`src/rtl/wptr_full_sync.sv`:
```
// wptr_full_sync
// Write-domain pointer and status block of the asynchronous FIFO.
// It brings the Gray-coded read pointer into wclk through a SYNC_STAGES-deep
// flop chain. It also generates the write pointer, both as binary (RAM address)
// and as Gray (sent to the read domain). It registers full, almost-full, the
// free-slot count and a sticky overflow flag.
//
// Optional feature: define SYNC_GRAY_CHECK_EN to build a checker on the
// synchronized read pointer. The checker flags any step that changes more than
// one bit. The flag is wgray_err, and it stays set until reset. With the macro
// undefined, wgray_err is tied to 0.
//
// Parameters:
//   ADDR_WIDTH   : RAM address width (>= 2), depth D = 2**ADDR_WIDTH
//   SYNC_STAGES  : flops in the rptr synchronizer (>= 2)
//   AFULL_THRESH : walmost_full when free count <= this value (0..D)
// Ports:
//   wclk, wrstn   : write clock, async active-low reset
//   winc          : write request
//   wovf_clr      : synchronous clear of woverflow
//   rptr          : Gray read pointer from the rclk domain
//   wptr          : registered Gray write pointer to the rclk domain
//   waddr         : RAM write address (low bits of binary write pointer)
//   wq_rptr       : synchronized read pointer (last sync stage)
//   wfull         : registered full flag
//   walmost_full  : registered almost-full flag
//   wfree         : registered free-slot count, 0..D
//   woverflow     : sticky, write attempted while full
//   wgray_err     : sticky, multi-bit step seen on wq_rptr (feature build only)

module wptr_full_sync #(
  parameter int ADDR_WIDTH   = 3,
  parameter int SYNC_STAGES  = 2,
  parameter int AFULL_THRESH = 1
) (
  input  logic                  wclk,
  input  logic                  wrstn,
  input  logic                  winc,
  input  logic                  wovf_clr,
  input  logic [ADDR_WIDTH:0]   rptr,
  output logic [ADDR_WIDTH:0]   wptr,
  output logic [ADDR_WIDTH-1:0] waddr,
  output logic [ADDR_WIDTH:0]   wq_rptr,
  output logic                  wfull,
  output logic                  walmost_full,
  output logic [ADDR_WIDTH:0]   wfree,
  output logic                  woverflow,
  output logic                  wgray_err
);

  localparam int PW = ADDR_WIDTH + 1;
  localparam logic [PW-1:0] DEPTH     = {1'b1, {ADDR_WIDTH{1'b0}}};
  localparam logic [PW-1:0] AFULL_T   = PW'(AFULL_THRESH);
  localparam logic          AFULL_RST = (DEPTH <= AFULL_T);

  logic [PW-1:0] sync_q [SYNC_STAGES];
  logic [PW-1:0] wbin;
  logic [PW-1:0] wbin_n;
  logic [PW-1:0] wgray_n;
  logic [PW-1:0] rbin_s;
  logic [PW-1:0] used_n;
  logic [PW-1:0] free_n;
  logic          wen;
  logic          full_n;
  logic          afull_n;

  // Read-pointer synchronizer chain; only the last stage is used downstream
  always_ff @(posedge wclk or negedge wrstn) begin
    if (!wrstn) begin
      for (int i = 0; i < SYNC_STAGES; i++) begin
        sync_q[i] <= '0;
      end
    end else begin
      sync_q[0] <= rptr;
      for (int i = 1; i < SYNC_STAGES; i++) begin
        sync_q[i] <= sync_q[i-1];
      end
    end
  end

  assign wq_rptr = sync_q[SYNC_STAGES-1];

  // Gray to binary: bit i is the XOR of all Gray bits from the MSB down to i
  always_comb begin
    rbin_s = '0;
    for (int i = 0; i < PW; i++) begin
      rbin_s[i] = ^(wq_rptr >> i);
    end
  end

  // Next-state pointer and status; the status is derived from the post-write
  // pointer so that a write is reflected in the same edge that accepts it
  always_comb begin
    wen     = winc & ~wfull;
    wbin_n  = wbin + {{ADDR_WIDTH{1'b0}}, wen};
    wgray_n = (wbin_n >> 1) ^ wbin_n;
    used_n  = wbin_n - rbin_s;
    free_n  = DEPTH - used_n;
    full_n  = (wgray_n == {~wq_rptr[PW-1:PW-2], wq_rptr[PW-3:0]});
    afull_n = (free_n <= AFULL_T);
  end

  assign waddr = wbin[ADDR_WIDTH-1:0];

  // Pointer and status registers
  always_ff @(posedge wclk or negedge wrstn) begin
    if (!wrstn) begin
      wbin         <= '0;
      wptr         <= '0;
      wfree        <= DEPTH;
      wfull        <= 1'b0;
      walmost_full <= AFULL_RST;
    end else begin
      wbin         <= wbin_n;
      wptr         <= wgray_n;
      wfree        <= free_n;
      wfull        <= full_n;
      walmost_full <= afull_n;
    end
  end

  // Sticky overflow; a new overflow takes priority over a clear in the same cycle
  always_ff @(posedge wclk or negedge wrstn) begin
    if (!wrstn) begin
      woverflow <= 1'b0;
    end else begin
      woverflow <= (winc & wfull) | (woverflow & ~wovf_clr);
    end
  end

`ifdef SYNC_GRAY_CHECK_EN
  logic [PW-1:0] wq_prev;
  logic [PW-1:0] wq_diff;
  logic          gray_bad;

  // More than one differing bit means diff has a bit left after clearing its lowest set bit
  assign wq_diff  = wq_rptr ^ wq_prev;
  assign gray_bad = ((wq_diff & (wq_diff - PW'(1))) != '0);

  always_ff @(posedge wclk or negedge wrstn) begin
    if (!wrstn) begin
      wq_prev   <= '0;
      wgray_err <= 1'b0;
    end else begin
      wq_prev <= wq_rptr;
      if (gray_bad) begin
        wgray_err <= 1'b1;
      end
    end
  end
`else
  assign wgray_err = 1'b0;
`endif

endmodule

```
`config.mk`:
```
export PLATFORM = sky130hd
export DESIGN_NAME = wptr_full_sync
export DESIGN_NICKNAME = d
export VERILOG_FILES = /design/src/rtl/wptr_full_sync.sv
export SDC_FILE = /design/constraint.sdc
export NUM_CORES = 1
export LEC_CHECK = 0
export ABC_AREA = 1
export CAP_MARGIN = 20
export CORE_ASPECT_RATIO = 0.6
export CORE_MARGIN = 1.5
export CORE_UTILIZATION = 25
export DETAILED_ROUTE_END_ITERATION = 10
export PLACE_DENSITY = 0.47
export SETUP_SLACK_MARGIN = 0.5
export SYNTH_ARGS = -nofsm -noshare
export SYNTH_HDL_FRONTEND = slang
export SYNTH_SLANG_ARGS = --single-unit
```
`constraint.sdc`:
```
create_clock -name wclk -period 4.3 [get_ports wclk]
set_clock_uncertainty 0.05 [all_clocks]
set_input_delay 0.86 -clock wclk [delete_from_list [all_inputs] [get_ports wclk]]
set_output_delay 0.86 -clock wclk [all_outputs]
set_load 0.005 [all_outputs]
```
==> flow_summary.ini, run 1 <==
[run_status]
status = complete, no violations

[worst_hold_path]
hold_class = flop to flop

[power_and_ir_drop]
finalPower_uw = 1053
comb_power_share_pct = 51.2
ir_drop_mv = 0.3302
seqPwrFrac_pct = 30.8
p_clk_share_pct = 18.1
power_density_nw_per_um2 = 759.6
p_sw_share_pct = 36.22
p_switching_uw = 381.5
p_leak_uw = 0.0006853
intPower_uw = 671.6

[sta]
max_freq_mhz = 301.0
period_share_pct = 77.27
rsz0062_at_grt = no
hold_viol_final = 0
holdWs_ns = 0.3011
drv_slew = 0
setup_viol = 0
setup-tns-final_ns = 0
layout_min_cycle_time_ns = 3.323

[critical_path]
timing.rr.start = wfull
r2r_slack_ns = 1.68
r2r-end = walmost_full
worstSetupStartpoint = winc
worstSetupPathType = primary input to flop
crit_end = walmost_full
r2r_cells = 12
required_ns = 4.45
worstSetupStartpointType = primary input
worst-path-max-fanout = 4
cp-end-kind = flop
critical_path_arrival_ns = 3.47

[clock_network]
hold_buffers = 0
cts_made_buffers = 3
clk_latency_ns = 0.26
cts_tree = yes
cts.sinks = 22
cts_max_path_buffers = 2
clk_pin_slew_ns = 0.08
cts_max_level = 1
ctsRootBufferMaster = clkbuf_8
postCtsSetupRepairBufs = 0
post_cts_resized = 0

[layout]
final_cells = 178
drive_above_1_share_pct = 9.924
nNetsFinal = 147
multi_input_area_um2 = 364.1
fillers = 367
seqCellArea_um2 = 551.8
area_growth_syn_to_layout_pct = 34.79
diodes = 0

[logic_synthesis]
synthTopCellsByCount = nand2_1 (23), dfrtp_1 (21), inv_1 (20)
synth-main-ff-cell = dfrtp_1
ys_seq_area_share_pct = 53.65
synth_nets = 121
ys_types = 19
netlist_instances = 106
synthArstFlopShare_pct = 100.0
synth_edf_count = 0
yosys_warnings = 0
yosysTopAreaCellShare_pct = 51.09
synthTopCellsByArea = dfrtp_1 (51%), nand2_1 (8.4%), ha_1 (7.3%), inv_1 (7.3%), nand3_1 (4.9%)
postSynthAreaPerCell_um2 = 9.703
netlist_area_um2 = 1028
yosys.cell_count.top_type = nand2_1
synth_largest_area_cell = dfrtp_1
yosys_register_bits = 22

[grt]
grt_max_degree = 23
antenna_found_initial = 0
grt_pass1_vias = 633
grt_pass1_wl_um = 2925
track_usage_pct = 9.041
grt-ovfl-total = 0

[detailed_routing]
ant_nets = 0
viasPerCell = 4.056
firstDrtPassIters = 4
drtIter0Drc = 26
drc = 0
num_vias = 722
wl_um = 1849
wire_per_inst_um = 10.39

[die]
io_pins = 27
die_h_um = 52.68
dieArea_um2 = 4520
core_area_um2 = 3807
rows = 17
start_util_pct = 27.01
die_w_um = 85.81

[placement]
detailed_place_hpwl_um = 1439
placed_cells = 173
port_buffers = 25
gp_congestion = 0.7384

[job]
maxCapViolCount = 0
-- layout make-up --
| cell class | instances | area share [%] |
|---|---|---|
| inverter | 20 | 5.415 |
| clock buffer | 3 | 2.978 |
| clock inverter | 1 | 2.166 |
| tap | 47 | 4.242 |
| multi-input combinational | 59 | 26.26 |
| sequential | 22 | 39.80 |
| timing repair buffer | 26 | 19.13 |
-- cells in the final DEF, fill, tap and decap left out, types with 2 or more instances in the layout --
cell type	count
dfrtp_1	21
xor2_1	2
nor2_1	2
inv_1	20
nand2_1	23
clkdlybuf4s50_1	25
xnor2_1	4
clkbuf_8	3
nand3_1	10
nand2_2	4
ha_1	6
-- critical path: stages --
cell,delay (ns)
clkdlybuf4s50_1,0.48
inv_1,0.04
nor2_1,0.08
ha_1,0.24
ha_1,0.22
inv_1,0.06
nand2_1,0.08
nand2_1,0.10
ha_1,0.29
inv_1,0.05
fa_1,0.53
inv_1,0.05
or2_2,0.28
nor2_2,0.10
-- stage by stage --
stage	worst slack [ns]	cell area, µm²	util (%)
6_report	0.9775	1386	36.41
5_1_grt	0.8001	1386	36.41
4_1_cts	0.9762	1371	36.02
3_5_place_dp	0.7240	1300	34.14
3_3_place_gp	0.7212	1300	34.14
2_1_floorplan	1.337	1028	-
-- how the worst min path moves through the flow --
stage | from | cells past startpoint | endpoint | slack (ns)
after global placement | sync_q[7] | 0 | wq_rptr[3] | 0.28
after CTS | sync_q[4] | 0 | wq_rptr[0] | 0.30
after floorplan | sync_q[4] | 0 | wq_rptr[0] | 0.28
final | sync_q[4] | 0 | wq_rptr[0] | 0.30
after global routing | sync_q[7] | 0 | wq_rptr[3] | 0.32
after detailed placement | sync_q[4] | 0 | wq_rptr[0] | 0.28
-- power by group through the flow --
stage	Combinational (µW)	Clock (µW)	Sequential (µW)
6_report	539	190	324
5_1_grt	606	210	333
4_1_cts	546	196	326
3_5_place_dp	536	0	328
3_3_place_gp	536	0	327
2_1_floorplan	322	0	330
-- kinds of logic (layout without fill, tap and decap cells) --
logic type	Yosys count	after routing	synth area share, %
simple gates	44	44	20.20
compound gates	1	1	0.4862
fa+ha+maj	7	7	9.246
other cells	1	1	0.3646
buf+inv	25	50	10.95
flops	22	22	53.65
xor+xnor	6	6	5.109
-- registers in the layout, indices dropped and copies added, names as in the netlist --
name	cells
sync_q	4
wbin	4
wfree	4
wq_rptr	4
wptr	3
walmost_full	1
wfull	1
woverflow	1
-- routing by layer --
layer,track usage (%),vias to the layer above,wire (µm)
li1,-,365,-
met5,0,-,0
met1,11.91,328,1005
met4,2.419,0,12
met3,4.409,2,142
met2,13.12,27,688
(Power assumes the default switching activity.)
==> inputs of run 2 (changes only) <==
- clock period: 4.3 -> 3.3 ns (I/O delays scaled with it)
==> flow_summary.ini, run 2 (synthesized netlist as in run 1, its figures left out) <==
[worst_hold_path]
hold_class = flop to flop
whs_path_depth = 0
hold_path_end = wq_rptr[2]
holdCritStartpoint = sync_q[6]

[layout]
mostFrequentLayoutCells = clkdlybuf4s50_1 (24), nand2_1 (21), dfrtp_1 (21), inv_1 (18), nand3_1 (10)
diodes = 0
area_growth_syn_to_layout_pct = 42.46
drive_above_1_share_pct = 20.29
final_common_cell = clkdlybuf4s50_1
nNetsFinal = 154
final_area_um2 = 1465

[grt]
use_met2_pct = 15.09
grt_pass1_wl_um = 3325
use_met1_pct = 12.98
grt_util_met3_pct = 5.039
grt-ovfl-total = 0
grt_pass1_vias = 729
track_usage_pct = 10.19
grt.busiest_layer = met2
antenna_found_initial = 0
grt_max_degree = 23

[detailed_routing]
wire_per_inst_um = 10.86
ant_nets = 0
viasPerCell = 4.092
num_vias = 757
wl_um = 2010
firstDrtPassIters = 4
drtIter0Drc = 43
drc = 0

[critical_path]
r2r_slack_ns = 0.75
required_ns = 3.46
slowest_delay_ns = 0.56
crit_buf_inv = 5
timing.rr.start = wq_rptr[2]
r2r-end = walmost_full
critical_path.cell_chain = dlygate4sd2_1, inv_1, nor2_2, ha_2, ha_4, buf_4, nand2_2, nand2_2, ha_4, inv_2, fa_1, inv_2, or2_2, nor2_2
r2r_cells = 10
cp-end-kind = flop
critical_path_arrival_ns = 2.90
worstSetupPathType = primary input to flop
cp_slowest_cell = fa_1
path_delay_family = adder cells
worstSetupStartpointType = primary input
worst-path-max-fanout = 2

[die]
io_pins = 27
die_h_um = 52.68
core_area_um2 = 3807
start_util_pct = 27.01
die_w_um = 85.81
dieArea_um2 = 4520
rows = 17

[clock_network]
cts_tree = yes
hold_buffers = 0
cts_made_buffers = 3
cts_max_path_buffers = 2
cts.sinks = 22
cts_max_level = 1
clk_latency_ns = 0.26
ctsRootBufferMaster = clkbuf_8
clk_pin_slew_ns = 0.08

[placement]
port_buffers = 25
gp_congestion = 0.7327
detailed_place_hpwl_um = 1535
placed_cell_area_um2 = 1338

[sta]
drv_slew = 0
period_share_pct = 83.22
setup_viol = 0
setup-tns-final_ns = 0
layout_min_cycle_time_ns = 2.746
hold_viol_final = 0
rsz0062_at_grt = no
max_freq_mhz = 364.1

[power_and_ir_drop]
ir_drop_mv = 0.3389
power_density_nw_per_um2 = 1029
p_leak_uw = 0.0007152

[run_status]
status = complete, no violations

[job]
maxCapViolCount = 0
run 2: cell count changes in the layout (fill, tap and decap cells not counted), sizes merged:
| cell | delta |
|---|---|
| buf | +7 |
| clkdlybuf4s50 | -1 |
| dlygate4sd2 | +1 |
run 2: timing repair:
item                       4_1_cts  5_1_grt
resized for setup                5        5
setup endpoints to repair        2        2
pin swaps                        4        3
buffers inserted                 2        1
run 2: report_power, final:
| group | internal [µW] | total [µW] | switching [µW] | leakage, µW |
|---|---|---|---|---|
| combinational | 441 | 832 | 391 | 0.000417 |
| clock | 162 | 249 | 86.9 | 0.0000357 |
| sequential | 368 | 427 | 58.7 | 0.000263 |
run 2: cell type report:
cell class	count	area (µm²)
clock inverter	1	30.03
timing repair buffer	33	309.0
clock buffer	3	41.29
sequential	22	551.8
multi-input combinational	59	399.1
fill	383	2342
tap	47	58.81
inverter	20	75.07
run 2: metal layers:
layer | share of wire (%) | wire, µm | vias to the layer above
li1 | - | - | 377
met1 | 51 | 1021 | 353
met2 | 40 | 809 | 25
met3 | 8.3 | 167 | 2
met4 | 0.55 | 11 | 0
met5 | 0 | 0 | -
run 2: per-stage QoR:
step / std cells / hold WS (ns) / util [%] / power, µW / setup WS, ns
6_report: 185 / 0.3026 / 38.48 / 1508 / 0.5537
5_1_grt: 185 / 0.3110 / 38.48 / 1651 / 0.4932
2_1_floorplan: 106 / 0.2812 / - / 850.1 / 0.5374
3_5_place_dp: 178 / 0.2855 / 35.13 / 1205 / 0.02836
3_3_place_gp: 178 / 0.2843 / 35.13 / 1197 / 0.04460
4_1_cts: 184 / 0.3061 / 37.76 / 1503 / 0.5228
run 2: worst max-delay path by stage:
| stage | start | end | slack (ns) | cells past startpoint |
|---|---|---|---|---|
| after floorplan | winc | walmost_full | 0.54 | 12 |
| after global routing | winc | walmost_full | 0.49 | 14 |
| after CTS | winc | walmost_full | 0.52 | 13 |
| final | winc | walmost_full | 0.55 | 14 |
| after global placement | winc | walmost_full | 0.04 | 14 |
| after detailed placement | winc | walmost_full | 0.03 | 14 |
